--- config.mk ---
export PLATFORM = sky130hd
export DESIGN_NAME = commit_trace_buffer
export DESIGN_NICKNAME = d
export VERILOG_FILES = /design/src/rtl/commit_trace_buffer.sv
export SDC_FILE = /design/constraint.sdc
export NUM_CORES = 2
export LEC_CHECK = 0
export ABC_CLOCK_PERIOD_IN_PS = 11550
export CORE_UTILIZATION = 31
export CTS_CLUSTER_DIAMETER = 30
export CTS_CLUSTER_SIZE = 14
export DETAILED_ROUTE_END_ITERATION = 6
export PLACE_DENSITY_LB_ADDON = 0.3
export SLEW_MARGIN = 30
export SYNTH_ARGS = -nofsm -noshare
export SYNTH_HDL_FRONTEND = slang
export SYNTH_SLANG_ARGS = --single-unit
export TNS_END_PERCENT = 20
--- constraint.sdc ---
create_clock -name clk -period 11.55 [get_ports clk]
set_input_delay 3.465 -clock clk [delete_from_list [all_inputs] [get_ports clk]]
set_output_delay 3.465 -clock clk [all_outputs]
set_load 0.005 [all_outputs]
--- src/rtl/commit_trace_buffer.sv ---
// ============================================================================
// Module      : commit_trace_buffer
// Description : Retirement trace capture. Serializes up to four commit events
//               per cycle (WB, STORE, BR, TRAP) into a show-ahead FIFO with a
//               valid/ready record stream. BR capture enabled by
//               `define COMMIT_TRACE_BR_EN.
// Revision    : 1.0 - initial release
// ============================================================================
`default_nettype none

module commit_trace_buffer #(
   parameter int DEPTH  = 16,
   parameter int DROP_W = 16
) (
   input  logic              clk,
   input  logic              reset_n,
   input  logic              wb_valid,
   input  logic [31:0]       wb_pc,
   input  logic [31:0]       wb_instr,
   input  logic [4:0]        wb_rd,
   input  logic [31:0]       wb_data,
   input  logic              st_valid,
   input  logic [31:0]       st_pc,
   input  logic [31:0]       st_instr,
   input  logic [31:0]       st_addr,
   input  logic [31:0]       st_data,
   input  logic              br_valid,
   input  logic [31:0]       br_pc,
   input  logic [31:0]       br_instr,
   input  logic [31:0]       br_target,
   input  logic              trap_valid,
   input  logic [31:0]       trap_pc,
   input  logic [31:0]       trap_instr,
   output logic              rec_valid,
   input  logic              rec_ready,
   output logic [1:0]        rec_type,
   output logic [31:0]       rec_pc,
   output logic [31:0]       rec_instr,
   output logic [4:0]        rec_rd,
   output logic [31:0]       rec_addr,
   output logic [31:0]       rec_value,
   output logic              halted,
   output logic              overflow,
   output logic [DROP_W-1:0] drop_cnt
);

   localparam int c_AW = $clog2(DEPTH);
   localparam int c_CW = c_AW + 1;
   localparam int c_NEV = 4;
   localparam logic [c_CW-1:0] c_DEPTH_CW = c_CW'(DEPTH);
   localparam logic [c_CW-1:0] c_ONE_CW   = c_CW'(1);
   localparam logic [1:0] c_TYPE_REG   = 2'd0;
   localparam logic [1:0] c_TYPE_STORE = 2'd1;
   localparam logic [1:0] c_TYPE_BR    = 2'd2;
   localparam logic [1:0] c_TYPE_TRAP  = 2'd3;

   typedef struct packed {
      logic [1:0]  typ;
      logic [31:0] pc;
      logic [31:0] instr;
      logic [4:0]  rd;
      logic [31:0] addr;
      logic [31:0] value;
   } rec_t;

   rec_t              r_mem [DEPTH];
   logic [c_AW-1:0]   r_rd_ptr;
   logic [c_AW-1:0]   r_wr_ptr;
   logic [c_CW-1:0]   r_count;
   logic              r_halted;
   logic              r_overflow;
   logic [DROP_W-1:0] r_drop_cnt;

   logic [c_NEV-1:0]  w_ev_valid;
   rec_t              w_ev_rec [c_NEV];
   logic [c_CW-1:0]   w_rank   [c_NEV];
   logic [c_AW-1:0]   w_slot   [c_NEV];
   logic [c_NEV-1:0]  w_write;
   logic [c_CW-1:0]   w_n_ev;
   logic [c_CW-1:0]   w_free;
   logic [c_CW-1:0]   w_n_push;
   logic [c_CW-1:0]   w_n_drop;
   logic              w_pop;
   logic              w_br_valid;
   logic [DROP_W:0]   w_drop_sum;
   rec_t              w_head;

`ifdef COMMIT_TRACE_BR_EN
   assign w_br_valid = br_valid;
`else
   logic w_unused_br;
   assign w_unused_br = ^{br_valid, br_pc, br_instr, br_target};
   assign w_br_valid  = 1'b0;
`endif

   // Slot order is the event index order: WB, STORE, BR, TRAP.
   assign w_ev_valid = r_halted ? '0 : {trap_valid, w_br_valid, st_valid, wb_valid};

   always_comb begin
      for (int i = 0; i < c_NEV; i++) begin
         w_ev_rec[i] = '0;
      end
      w_ev_rec[0].typ   = c_TYPE_REG;
      w_ev_rec[0].pc    = wb_pc;
      w_ev_rec[0].instr = wb_instr;
      w_ev_rec[0].rd    = wb_rd;
      w_ev_rec[0].value = wb_data;
      w_ev_rec[1].typ   = c_TYPE_STORE;
      w_ev_rec[1].pc    = st_pc;
      w_ev_rec[1].instr = st_instr;
      w_ev_rec[1].addr  = st_addr;
      w_ev_rec[1].value = st_data;
`ifdef COMMIT_TRACE_BR_EN
      w_ev_rec[2].typ   = c_TYPE_BR;
      w_ev_rec[2].pc    = br_pc;
      w_ev_rec[2].instr = br_instr;
      w_ev_rec[2].addr  = br_target;
`endif
      w_ev_rec[3].typ   = c_TYPE_TRAP;
      w_ev_rec[3].pc    = trap_pc;
      w_ev_rec[3].instr = trap_instr;
   end

   // Free space is taken before this cycle's pop, so a pop never makes room
   // for pushes in the same cycle.
   assign w_free = c_DEPTH_CW - r_count;

   always_comb begin
      w_n_ev  = '0;
      w_write = '0;
      for (int i = 0; i < c_NEV; i++) begin
         w_rank[i]  = w_n_ev;
         w_slot[i]  = r_wr_ptr + w_n_ev[c_AW-1:0];
         w_write[i] = w_ev_valid[i] && (w_n_ev < w_free);
         if (w_ev_valid[i]) begin
            w_n_ev = w_n_ev + c_ONE_CW;
         end
      end
      w_n_push = (w_n_ev < w_free) ? w_n_ev : w_free;
      w_n_drop = w_n_ev - w_n_push;
   end

   assign w_pop      = rec_valid && rec_ready;
   assign w_drop_sum = {1'b0, r_drop_cnt} + (DROP_W + 1)'(w_n_drop);

   always_ff @(posedge clk) begin
      if (!reset_n) begin
         r_rd_ptr   <= '0;
         r_wr_ptr   <= '0;
         r_count    <= '0;
         r_halted   <= 1'b0;
         r_overflow <= 1'b0;
         r_drop_cnt <= '0;
      end else begin
         r_wr_ptr <= r_wr_ptr + w_n_push[c_AW-1:0];
         if (w_pop) begin
            r_rd_ptr <= r_rd_ptr + 1'b1;
         end
         r_count <= r_count + w_n_push - {{(c_CW-1){1'b0}}, w_pop};
         if (w_write[3]) begin
            r_halted <= 1'b1;
         end
         if (w_n_drop != '0) begin
            r_overflow <= 1'b1;
            r_drop_cnt <= w_drop_sum[DROP_W] ? {DROP_W{1'b1}} : w_drop_sum[DROP_W-1:0];
         end
      end
   end

   always_ff @(posedge clk) begin
      for (int i = 0; i < c_NEV; i++) begin
         if (w_write[i]) begin
            r_mem[w_slot[i]] <= w_ev_rec[i];
         end
      end
   end

   // Storage is not reset; the head is masked so an empty FIFO shows zeros.
   assign w_head    = r_mem[r_rd_ptr];
   assign rec_valid = (r_count != '0);
   assign rec_type  = rec_valid ? w_head.typ   : '0;
   assign rec_pc    = rec_valid ? w_head.pc    : '0;
   assign rec_instr = rec_valid ? w_head.instr : '0;
   assign rec_rd    = rec_valid ? w_head.rd    : '0;
   assign rec_addr  = rec_valid ? w_head.addr  : '0;
   assign rec_value = rec_valid ? w_head.value : '0;
   assign halted    = r_halted;
   assign overflow  = r_overflow;
   assign drop_cnt  = r_drop_cnt;

endmodule

`default_nettype wire

==> metrics list <==
* RSZ-0062 raised after global routing: false
- Power density over the cells: 275.0 mW/mm^2
- Synthesis produced 10448 cells.
- Violated checks: DRC
* Hold/Removal Path Class: reg2reg
- Fill cells in the final layout number 35028.
* Clock period minus final worst setup slack: 8726 ps
- The floorplan has 223 rows.
* Final GP Congestion: 0.8356
- Synth cell types: 74
* CTS root buffer: sky130_fd_sc_hd__clkbuf_16
- The number of max-slew violations in the final report was 0.
- DRT iter0 DRCs: 14241
* Total wire length after detailed routing: 493600 um
- The number of antenna violations at the first check in global routing was 145.
* # resized after CTS: 0
* Required arrival time at the worst endpoint: 12390 ps
* Crit start category: input port
- Total of flip-flops plus latches after synthesis: 2195
- In this run the post-CTS setup repair buffer count came out at 0.
- Sequential element share of the synthesized area: 47.14%
- At the end of the flow, the number of nets in the layout was 10509.
- The worst pin sits at a relative slew slack of 2.476%.
- Sink Count: 2195
- For this run the aggregate overflow at the end of global routing stands at 0.
- Data on the critical path arrives at its endpoint at 9570 ps.
- Pre-CTS worst setup slack: 1816 ps
- Initial standard-cell utilization of the core: 31.14%
- The routed layout has 97199 vias.
- Chip width: 611.0 um
* LEAKAGE: 47.73 nW
- Most used cell, CP: sky130_fd_sc_hd__ha_1
- Count of antenna-violating nets left after detailed routing: 0
* Setup-violating endpoint count in the final report: 0
- The number of global-route vias before repair came to 94913.
- 550 I/O pins were placed.
* Final WS setup: 2824 ps
* Avg Synthesized Cell Area: 11.00 um^2
- Area taken by flip-flops and latches: 0.05421 mm^2
- After detailed routing, the average wire length per cell comes to 31.70 um.
- By startpoint and endpoint, the worst setup path is classified as in2reg.
- The first global-routing pass estimated 693000 um of wire.
* Die area: 0.3733 mm^2
- Number of nets produced by synthesis: 10877
* Number of max-cap violations: 0
- The final hold violation count was 0.
- Status: finished, violations left
- The HPWL after detailed placement is 252600 um.
- In the routed design, unresolved DRC markers number 1.
- TritonCTS Buffers: 563
* Share of post-route cells with drive strength above 1: 18.17%
- Yosys warning total: 0
* Clock transition time at the flip-flop clock pins of the worst setup and hold paths: 40 ps
* First-pass iteration count of the detailed router: 7
* Port Buffers: 452
* Capturing element type of the critical path: register
- Number of cells after detailed placement: 14454
- Adding up every negative setup slack in the final design gives 0 ps.
- After detailed routing, the number of vias per cell comes to 6.243.
- Based on the critical path, the design can be clocked at up to 0.1146 GHz.
* Clock Tree Buf Depth: 4
* Setup clock skew after layout: 39.86 ps
- After layout, the worst path uses 75.55% of the clock period.
- The clock tree synthesis step divided the H-tree into 6 levels.
- IR analysis of the VDD net gives a maximum drop of 0.1998 mV.
- In the synthesized netlist the dominant register cell turns out to be sky130_fd_sc_hd__dfxtp_1.
* Area of combinational cells with multiple inputs: 0.05369 mm^2
- Clock latency on the worst-skew pair, taken at its later pin, is 1020 ps.
- Global routing used 25.31% of the available tracks.
* Max stage delay on crit path: 650 ps
- Cell area after technology mapping: 0.1150 mm^2
- Worst Path Max Fanout: 12
- Slowest cell on the critical path: sky130_fd_sc_hd__clkdlybuf4s50_1
* Die height: 611.0 um
- Number of hold buffers added after CTS: 0
* Count of flip-flops with a built-in enable after synthesis: 1024
- Counting flops with an async set or reset pin after synthesis yields a share of 0%.
- At the pin with the least slew margin, the transition time is 1463 ps.
* Synth-to-layout area growth: 21.83%
- TritonCTS clock tree: built
- In this run the standard cell core region covers 0.3691 mm^2.
- Count of placed standard cells in the final layout, fillers left out: 15570
* Core occupancy in the finished layout: 37.94%
- Entering global routing, the biggest net connects 192 pins.
placed cells by master (no fill, tap or decap), types with 29 or more instances in the layout:
cell type                         Yosys  routed
sky130_fd_sc_hd__a21oi_1           1630    1630
sky130_fd_sc_hd__dfxtp_1           1171    1167
sky130_fd_sc_hd__nor2_1            1045    1045
sky130_fd_sc_hd__a32oi_1           1025    1025
sky130_fd_sc_hd__edfxtp_1          1024    1024
sky130_fd_sc_hd__mux4_2             675     675
sky130_fd_sc_hd__clkbuf_16            0     570
sky130_fd_sc_hd__o21ai_0            518     518
sky130_fd_sc_hd__mux2i_1            518     518
sky130_fd_sc_hd__a22o_1             514     512
sky130_fd_sc_hd__clkdlybuf4s50_1      0     452
sky130_fd_sc_hd__nand2_1            202     202
sky130_fd_sc_hd__buf_4              108     176
sky130_fd_sc_hd__and2_1             145     141
sky130_fd_sc_hd__clkbuf_1           767     106
sky130_fd_sc_hd__diode_2              0      87
sky130_fd_sc_hd__clkinv_2             0      84
sky130_fd_sc_hd__clkinv_1             2      59
sky130_fd_sc_hd__bufinv_16            0      52
sky130_fd_sc_hd__clkbuf_8             0      41
sky130_fd_sc_hd__clkinvlp_4           0      37
sky130_fd_sc_hd__inv_6                0      34
sky130_fd_sc_hd__inv_1               47      31
sky130_fd_sc_hd__ha_1                29      29
logic make-up after synthesis:
family | synth area share, %
xor gates and xnor gates | 0.2111
muxes | 17.73
and+or+nand+nor | 6.086
DFF | 47.14
adders and majority gates | 0.3853
buffers and inverters | 6.633
AOI/OAI and AO/OA | 21.81
other | 0.003262
layer usage:
| metal | vias to the layer above | track usage [%] | routed length, um |
|---|---|---|---|
| li1 | 40067 | - | - |
| met5 | - | 0.1033 | 477 |
| met3 | 1542 | 7.196 | 59420 |
| met4 | 74 | 16.12 | 30080 |
| met1 | 48192 | 30.65 | 177600 |
| met2 | 7324 | 39.49 | 226000 |
state kept, by name, summed over array words and instances (netlist names), named ones only:
register	count
halted	1
r_mem	2160
overflow	1
r_wr_ptr	4
drop_cnt	16
r_rd_ptr	4
r_count	5
synthesized netlist by cell type, types with 6 or more instances:
| cell type | count | share of area [%] |
|---|---|---|
| sky130_fd_sc_hd__and3_1 | 14 | 0.076 |
| sky130_fd_sc_hd__nand3_2 | 7 | 0.061 |
| sky130_fd_sc_hd__a32oi_1 | 1025 | 7.8 |
| sky130_fd_sc_hd__buf_4 | 108 | 0.71 |
| sky130_fd_sc_hd__nand2_2 | 8 | 0.044 |
| sky130_fd_sc_hd__buf_2 | 435 | 1.9 |
| sky130_fd_sc_hd__mux2i_1 | 518 | 4.5 |
| sky130_fd_sc_hd__nor2_1 | 1045 | 3.4 |
| sky130_fd_sc_hd__o21ai_0 | 518 | 2.3 |
| sky130_fd_sc_hd__nand2_1 | 202 | 0.66 |
| sky130_fd_sc_hd__mux4_2 | 675 | 13 |
| sky130_fd_sc_hd__dfxtp_1 | 1171 | 20 |
| sky130_fd_sc_hd__clkbuf_4 | 31 | 0.20 |
| sky130_fd_sc_hd__inv_1 | 47 | 0.15 |
| sky130_fd_sc_hd__nor2_2 | 6 | 0.033 |
| sky130_fd_sc_hd__nand4_4 | 9 | 0.17 |
| sky130_fd_sc_hd__a22o_1 | 514 | 3.9 |
| sky130_fd_sc_hd__nor2_4 | 9 | 0.088 |
| sky130_fd_sc_hd__a21o_1 | 24 | 0.16 |
| sky130_fd_sc_hd__a21oi_1 | 1630 | 7.1 |
| sky130_fd_sc_hd__nand4_2 | 7 | 0.076 |
| sky130_fd_sc_hd__nor2b_1 | 20 | 0.11 |
| sky130_fd_sc_hd__or3_1 | 10 | 0.054 |
| sky130_fd_sc_hd__edfxtp_1 | 1024 | 27 |
| sky130_fd_sc_hd__buf_8 | 6 | 0.078 |
| sky130_fd_sc_hd__clkbuf_1 | 767 | 2.5 |
| sky130_fd_sc_hd__and2_1 | 145 | 0.79 |
| sky130_fd_sc_hd__xor2_1 | 9 | 0.069 |
| sky130_fd_sc_hd__xnor2_1 | 10 | 0.076 |
| sky130_fd_sc_hd__nor3_2 | 8 | 0.070 |
| sky130_fd_sc_hd__buf_1 | 221 | 0.72 |
| sky130_fd_sc_hd__buf_6 | 35 | 0.34 |
| sky130_fd_sc_hd__nand3_1 | 38 | 0.17 |
| sky130_fd_sc_hd__a21oi_4 | 13 | 0.18 |
| sky130_fd_sc_hd__nor3_1 | 16 | 0.070 |
| sky130_fd_sc_hd__ha_1 | 29 | 0.32 |
report_power, final:
group          switching [mW]  internal (mW)  total, mW
clock network            5.05           10.4       15.5
registers               0.914           10.4       11.3
logic                    6.81           4.90       11.7
cell type report:
cell class	count	share of cell area (%)
antenna	87	0.1554
clock buffer	717	10.87
clock inverter	301	2.533
inverter	54	0.2073
multi-input combinational	6594	38.33
sequential	2195	38.70
tap	4950	4.422
timing repair buffer	672	4.778
worst max-delay path, delay by kind of cell:
family | cells | cell delay [ps]
and+or+nand+nor | 5 | 1170
muxes | 1 | 480
adders and majority gates | 5 | 1290
buffers and inverters | 4 | 930
AOI/OAI and AO/OA | 9 | 2030
xor gates and xnor gates | 1 | 200
metrics by stage:
step	instance area [um^2]	power, mW	hold slack, ps
after floorplan	115000	18.38	420.8
after global placement	120700	22.47	431.1
after detailed placement	120800	22.81	435.0
after CTS	139500	38.32	444.3
after global routing	140000	39.72	464.3
final	140100	38.52	446.2
worst paths after layout:
path / from / end / slack, ps / cells past startpoint
setup / recovery: st_valid / drop_cnt[13] / 2820 / 25
hold / removal: r_mem[10][133] / r_mem[10][133] / 450 / 1
setup reg to reg: r_count[0] / r_mem[10][119] / 5340 / 13
hold reg to reg: r_mem[10][133] / r_mem[10][133] / 450 / 1
Note: power is estimated with default switching activity, not from simulation.
==> RTL edit: new RTL, same settings <==
Set the parameter `DEPTH` to 8 (it was 16).
--- a/src/rtl/commit_trace_buffer.sv
+++ b/src/rtl/commit_trace_buffer.sv
@@ -11,3 +11,3 @@
 module commit_trace_buffer #(
-   parameter int DEPTH  = 16,
+   parameter int DEPTH  = 8,
    parameter int DROP_W = 16
Check against the original RTL: not settled (the Yosys comparison gave no result); the edit may change what the design does.
==> RTL edit against the unedited design <==
Power shrank 41%; critical endpoint is now drop_cnt[5]; global-route usage grew 0.91 points; clock skew grew 0.015 ns; first-iteration DRC count shrank 55%; largest power group unchanged; sequential cell count shrank 1084; final area shrank 46%; non-clock buffer count shrank 98; routed wire length shrank 46%; worst setup slack lost 0.40 ns; area after synthesis shrank 48%; largest cell class is now multi-input combinational cells.
==> RTL edit: results (changes against the unedited design) <==
[hold_path]
hold-path-endpoint=r_mem[1][66]
hp-start=r_mem[1][66]

[global_routing]
grt_util_all_layers_pct=26.2  ; +0.91 points
grt_max_degree=163  ; -15%
grt_pass1_vias=54300  ; -43%

[synth]
yosys.area.top_type_share_pct=25.6  ; -1.1 points
synthXorXnorAreaFrac_pct=0.335  ; +0.12 points
synthMuxAreaShare_pct=16.8  ; -0.98 points
synth_compound_area_share_pct=13.9  ; -7.9 points
synth_adder_area_share_pct=0.687  ; +0.30 points
ys_seq_area_share_pct=45.6  ; -1.6 points
syn-num-nets=6973  ; -36%
synth_area_leaders=edfxtp_1 26%, dfxtp_1 20%, mux4_2 10%, a21oi_1 6.8%, mux2i_1 6.6%
netlist-cell-type-count=50  ; -32%

[critical_path]
reg2reg_depth=19  ; +6
cp-startpoint=wb_valid
r2r_setup_slack_ns=5.21  ; -0.13 ns
crit_family=adder cells
r2r_start=halted
cpMaxStageDelayCell=fa_1
worstSetupEndpoint=drop_cnt[5]

[drt]
routed_wl_um=265000  ; -46%

[sta]
clock_skew_ns=0.0546  ; +0.0148 ns

[clock_network]
cts_buffers=317  ; -44%
clk-insertion-delay-late_ns=0.92  ; -0.10 ns

[run_status]
outcome=finished clean

[power_and_ir_drop]
p_sw_mw=7.69  ; -40%
p_leak_nw=25.3  ; -47%

[placement]
gp_congestion=0.840  ; +0.47%

[final_layout]
fillCellCount=18600  ; -47%

RTL edit: cell families (layout without fill, tap and decap cells):
| kind of cell | after synthesis | after routing |
|---|---|---|
| other | 0 | 40 |
| adder cells (fa/ha/maj) | 30 | 30 |
| flip-flops | 1111 | 1111 |
| XOR/XNOR | 23 | 23 |
| multiplexers | 668 | 668 |
| buffers and inverters | 895 | 1146 |
| AND/OR/NAND/NOR | 2294 | 2294 |
| AO/OA/AOI/OAI | 1526 | 1526 |
RTL edit: layout make-up:
type | count | area (um^2) | area share [%]
clock inverter | 154 | 1840 | 2.42
inverter | 29 | 109 | 0.143
multi-input combinational | 4541 | 29200 | 38.4
sequential | 1111 | 27400 | 35.9
clock buffer | 389 | 8530 | 11.2
antenna | 40 | 100 | 0.131
tap | 2526 | 3160 | 4.15
timing repair buffer | 574 | 5810 | 7.63
RTL edit: layer usage:
metal  GRT usage, %  vias up  routed length (um)
met5              0        -                 295
met4           14.2       46               13300
met3           5.98      837               25800
met2           42.3     3499              123000
li1               -    23800                   -
met1           32.4    27000              102000
RTL edit: metrics by stage:
step	setup slack [ns]	instances	area (um^2)	total power, mW	hold WS [ns]
finish	2.43	9364	76200	22.7	0.448
global route	2.01	9359	76200	23.6	0.469
CTS	2.44	9323	76000	22.7	0.450
detailed placement	1.50	8780	65700	14.1	0.439
global placement	1.68	8769	65400	13.8	0.427
floorplan	3.30	6547	60100	10.9	0.421
RTL edit: power by group through the flow:
| stage | Clock (mW) | Combinational [mW] | Sequential, mW |
|---|---|---|---|
| finish | 8.57 | 7.72 | 6.37 |
| floorplan | 0 | 4.66 | 6.22 |
| detailed placement | 0 | 7.67 | 6.40 |
| global route | 8.85 | 8.26 | 6.49 |
| CTS | 8.63 | 7.70 | 6.35 |
| global placement | 0 | 7.46 | 6.34 |
